--- config.mk ---
export PLATFORM = sky130hd
export DESIGN_NAME = imem_arbiter
export DESIGN_NICKNAME = d
export VERILOG_FILES = /design/src/rtl/imem_arbiter.sv
export SDC_FILE = /design/constraint.sdc
export NUM_CORES = 1
export LEC_CHECK = 0
export ABC_AREA = 1
export CORE_ASPECT_RATIO = 1.1
export CORE_UTILIZATION = 42
export DETAILED_ROUTE_END_ITERATION = 8
export PLACE_DENSITY_LB_ADDON = 0.1
export SKIP_CTS_REPAIR_TIMING = 1
export SKIP_LAST_GASP = 1
export SYNTH_ARGS = -nofsm -noshare
export SYNTH_HDL_FRONTEND = slang
export SYNTH_SLANG_ARGS = --single-unit
--- constraint.sdc ---
create_clock -name clk -period 3 [get_ports clk]
set_clock_uncertainty 0.1 [all_clocks]
set_input_delay 0.3 -clock clk [delete_from_list [all_inputs] [get_ports clk]]
set_output_delay 0.3 -clock clk [all_outputs]
set_load 0.01 [all_outputs]
--- src/rtl/imem_arbiter.sv ---
// Two-core instruction fetch arbiter in front of one shared synchronous instruction memory.
// Define IMEM_ARB_FIXED_PRIO_EN to make core 0 always win ties; by default ties are round-robin.
module imem_arbiter #(
  parameter int XLEN = 32
) (
  input  logic            clk,
  input  logic            rst,
  input  logic            req0,
  input  logic [XLEN-1:0] addr0,
  input  logic            flush0,
  input  logic            req1,
  input  logic [XLEN-1:0] addr1,
  input  logic            flush1,
  output logic            gnt0,
  output logic            gnt1,
  output logic            rvalid0,
  output logic [XLEN-1:0] rdata0,
  output logic            rvalid1,
  output logic [XLEN-1:0] rdata1,
  output logic            imem_en,
  output logic [XLEN-1:0] imem_pc,
  input  logic [XLEN-1:0] imem_instr
);

  // Handshake: a request is held until gnt is seen in the same cycle; the word
  // comes back exactly one cycle later as a single-cycle rvalid pulse.
  localparam logic [XLEN-1:0] ALIGN_MASK = {{(XLEN-2){1'b1}}, 2'b00};

  logic            pend0_q, pend0_d;
  logic            pend1_q, pend1_d;
  logic [XLEN-1:0] rdata0_q, rdata0_d;
  logic [XLEN-1:0] rdata1_q, rdata1_d;

`ifdef IMEM_ARB_FIXED_PRIO_EN
  always_comb begin
    gnt0 = 1'b0;
    gnt1 = 1'b0;
    if (!rst) begin
      gnt0 = req0;
      gnt1 = req1 & ~req0;
    end
  end
`else
  // last_gnt_q = 1 means core 1 was granted most recently, so core 0 wins the next tie.
  logic last_gnt_q, last_gnt_d;

  always_comb begin
    gnt0       = 1'b0;
    gnt1       = 1'b0;
    last_gnt_d = last_gnt_q;
    if (!rst) begin
      if (req0 && req1) begin
        gnt0 = last_gnt_q;
        gnt1 = ~last_gnt_q;
      end else begin
        gnt0 = req0;
        gnt1 = req1;
      end
      if (gnt0) begin
        last_gnt_d = 1'b0;
      end else if (gnt1) begin
        last_gnt_d = 1'b1;
      end
    end
  end

  always_ff @(posedge clk) begin
    if (rst) begin
      last_gnt_q <= 1'b1;
    end else begin
      last_gnt_q <= last_gnt_d;
    end
  end
`endif

  always_comb begin
    imem_en = gnt0 | gnt1;
    imem_pc = '0;
    if (gnt0) begin
      imem_pc = addr0 & ALIGN_MASK;
    end else if (gnt1) begin
      imem_pc = addr1 & ALIGN_MASK;
    end
  end

  // A flush in the return cycle masks the response; the memory word is simply dropped.
  always_comb begin
    pend0_d  = gnt0 & ~flush0;
    pend1_d  = gnt1 & ~flush1;
    rvalid0  = pend0_q & ~flush0 & ~rst;
    rvalid1  = pend1_q & ~flush1 & ~rst;
    rdata0_d = rvalid0 ? imem_instr : rdata0_q;
    rdata1_d = rvalid1 ? imem_instr : rdata1_q;
    rdata0   = rdata0_d;
    rdata1   = rdata1_d;
  end

  always_ff @(posedge clk) begin
    if (rst) begin
      pend0_q  <= 1'b0;
      pend1_q  <= 1'b0;
      rdata0_q <= '0;
      rdata1_q <= '0;
    end else begin
      pend0_q  <= pend0_d;
      pend1_q  <= pend1_d;
      rdata0_q <= rdata0_d;
      rdata1_q <= rdata1_d;
    end
  end

endmodule

-- Word-level counts from Yosys, hierarchy flattened
Index checks and enable logic that the tools add are counted.
- reductions and logical operators: 2
- bitwise logic cells: 11
- add/sub/neg operators: 0
- magnitude comparators: 0
- equality and inequality tests: 0
- shift operators: 0
- multipliers: 0
- divide/modulo/power cells: 0
- muxes and demuxes: 12
- operators by type and width (kind ; count):
    2-to-1 mux 32 bit ; 4
    2-to-1 mux 1 bit ; 8
    AND 1 bit ; 6
    NOT 1 bit ; 4
    nonzero test 2 bit ; 1
    logical AND 1 bit ; 1
    bitwise OR 1 bit ; 1
- memory bits (writable): 0
- memories: 0
- input port bits: 102
- output and inout port bits: 101
- ROM bits: 0
- bits in latches: 0
- register bits: 67
- logic and storage cells: 30

-- Logic depth before layout (Yosys ltp)
- word-level depth: 6
- depth in mapped cells: 6

-- Worst setup path before layout
Ideal clock, no wire load.
- path type: reg2out
- from: register pend1_q
- to: output rdata1[10]
- data arrival time: 0.944 ns
- setup slack: 1.656 ns
- cell stages (with the launch flop): 6
- cells stage by stage: dfxtp_1 buf_2 clkbuf_1 nand3_1 nand2_1 inv_1
- longest elaborated chain between the ends: 3
- RTL lines (element ; RTL line ; RTL):
    start, declared ; 30 ; logic pend1_q, pend1_d;
    start signal, assigned ; 106 ; pend1_q <= pend1_d;
    AND 1 bit (2 in a row) ; 91 ; rvalid1 = pend1_q & ~flush1 & ~rst;
    2-to-1 mux 32 bit ; 93 ; rdata1_d = rvalid1 ? imem_instr : rdata1_q;
    end, declared ; 19 ; output logic [XLEN-1:0] rdata1,
No other way between the ends.

-- Worst setup path after layout
- from: input req1
- to: output imem_pc[23]
- longest elaborated chain between the ends: 6
- RTL lines (element ; RTL line ; RTL):
    start, declared ; 11 ; input logic req1,
    logical AND 1 bit ; 52 ; if (req0 && req1) begin
    2-to-1 mux 1 bit ; 52 ;
    2-to-1 mux 1 bit (2 in a row) ; 51 ; if (!rst) begin
    2-to-1 mux 32 bit ; 81 ; end else if (gnt1) begin
    2-to-1 mux 32 bit (*) ; 79 ; if (gnt0) begin
    end, declared ; 21 ; output logic [XLEN-1:0] imem_pc,
Mark *: on every way between the ends. The rest lies on a longest branch, timed or not. The select of a mux whose other input is x is not followed.

==> reports/metrics.yaml <==
status:
  run_status: "complete, no violations"
pwr:
  p_int_mw: 1.56
  switching_share: 0.268
  p_switching_mw: 0.572
  combPwrFrac: 0.214
  p_per_area_mw_per_mm2: 364
  leakage_nw: 3.28
  sequentialPowerShare: 0.427
  clockPowerShare: 0.359
  peakVddDrop_v: 0.000223
global_route:
  grt_pass1_wl_um: 18300
  antenna_found_initial: 0
  grt_usage: 0.249
  grt_pass1_vias: 4097
  grt_use_met2: 0.453
  gr-max-usage-layer: "met2"
  met1_usage: 0.274
  grt_overflow_total: 0
  grt_max_degree: 46
  met3_usage: 0.0803
drt:
  drt-pass1-iter-count: 4
  wirelength_um: 11100
  ant_nets: 0
  avgRoutedWirePerCell_um: 11.9
  initialDrtViolationCount: 132
  route.vias.total: 4180
  drc: 0
  avgViaCountPerCell: 4.50
die:
  dieArea_mm2: 0.00916
  rows: 35
  die_w_um: 91.3
  pin_count: 203
  fp.coreArea_mm2: 0.00845
  die_h_um: 100
  start_util: 0.436
sta:
  slew_violations: 0
  slew_headroom: 0.666
  setup-tns-final_ns: 0
  fin_crit_sh: 0.840
  clock.fmax_mhz: 397
  rsz0062_at_grt: "false"
  hold_viol: 0
  timing.final.crit_period_ns: 2.52
  finalSetupViolCount: 0
  worst_pin_slew_ns: 0.501
placed_design:
  io_buffers: 196
  gp_congestion: 0.800
  dpl_cell_area_mm2: 0.00567
  placed_cells: 912
  hpwl_um: 7790
finish:
  fin_area_mm2: 0.00587
  final_common_cell: "clkdlybuf4s50_1"
  regArea_mm2: 0.00134
  antenna_cells: 0
  finalNetCount: 914
  layout_common_cells: "clkdlybuf4s50_1, nand2_1, inv_1"
  multi_input_area_mm2: 0.00151
  area_growth_pct: 59.2
  finalNonFillerCells: 928
  drive_gt1_frac: 0.0428
  fillers: 748
clock_network:
  numCtsBuffers: 9
  h-tree-depth: 3
  cts_tree: "built"
  clockBufferDepth: 2
  cts_sinks: 67
  clkLatencyLatePin_ns: 0.33
  path_clk_slew_ns: 0.08
  cts-root-buf: "clkbuf_8"
worst_setup_path:
  worst-setup-path-type: "primary input to output port"
  end_kind: "output port"
  worstPathRequired_ns: 2.60
  cp-start-kind: "primary input"
  critPathMaxFanout: 31
  arrival_ns: 2.12
yosys:
  synthDistinctLibCells: 16
  synth_warnings: 0
  syn_area_per_cell_um2: 5.83
  syn_inst: 632
  syn_area_mm2: 0.00369
  synth-seq-cells: 67
  seq_area_frac_synth: 0.364
min_path:
  hold_class: "primary input to flop"
flow_run:
  maxCapViolCount: 0
==> path summary, 6_finish.rpt <==
check,from,endpoint,slack (ns),cells past startpoint
setup / recovery,req1,imem_pc[23],0.48,6
hold / removal,rst,rdata1_q[4],0.30,2
setup reg to reg,pend1_q,rdata1_q[21],1.72,4
hold reg to reg,rdata0_q[22],rdata0_q[22],0.42,4
==> Yosys cell counts, drive strengths merged <==
master	number	area (µm²)
a21oi	1	5.00
buf	29	188
clkbuf	9	33.8
conb	1	3.75
dfxtp	67	1340
inv	167	627
nand2	194	733
nand3	95	480
nor2	68	270
o21ai	1	5.00
==> kinds of logic (layout without fill, tap and decap cells) <==
| family | after synthesis | after routing | synth area share |
|---|---|---|---|
| other | 1 | 2 | 0.00102 |
| DFF | 67 | 67 | 0.364 |
| buffers and inverters | 205 | 389 | 0.230 |
| AOI/OAI and AO/OA | 2 | 2 | 0.00271 |
| and+or+nand+nor | 357 | 357 | 0.402 |
==> registers in the layout, summed over array words and instances, names as in the netlist <==
register / cells
pend1_q: 1
pend0_q: 1
last_gnt_q: 1
rdata0_q: 32
rdata1_q: 32
==> critical path, stage by stage <==
cell	delay, ns
clkdlybuf4s50_1	0.54
nand3_2	0.13
inv_2	0.39
nand2_1	0.10
nand2_1	0.11
clkdlybuf4s50_1	0.55
==> per-stage QoR <==
| step | setup WS (ns) | power, mW | hold WS [ns] | util |
|---|---|---|---|---|
| 6_report | 0.480 | 2.14 | 0.300 | 0.695 |
| 5_1_grt | 0.322 | 2.24 | 0.307 | 0.695 |
| 4_1_cts | 0.460 | 2.16 | 0.288 | 0.695 |
| 3_5_place_dp | 0.464 | 1.39 | 0.412 | 0.671 |
| 3_3_place_gp | 0.482 | 1.38 | 0.385 | 0.671 |
| 2_1_floorplan | 1.66 | 1.11 | 0.272 | - |
==> layout make-up <==
cell class	instances	share of cell area
inverters	167	0.107
well taps	111	0.0237
repair buffers	206	0.350
multi-input cells	361	0.256
clock buffers	10	0.0234
clock inverters	6	0.0109
flip-flops and latches	67	0.228
==> per-layer routing <==
layer / share of wire / wire [µm]
met5: 0 / 0
met4: 0.012 / 138
met3: 0.085 / 938
met2: 0.51 / 5660
met1: 0.39 / 4330
==> power groups by stage <==
| stage | Sequential (mW) | Combinational [mW] | Clock (mW) |
|---|---|---|---|
| after floorplan | 0.931 | 0.184 | 0 |
| after global placement | 0.932 | 0.452 | 0 |
| after detailed placement | 0.933 | 0.456 | 0 |
| after CTS | 0.912 | 0.459 | 0.786 |
| after global routing | 0.913 | 0.498 | 0.828 |
| final | 0.912 | 0.457 | 0.767 |
(Power assumes the default switching activity.)
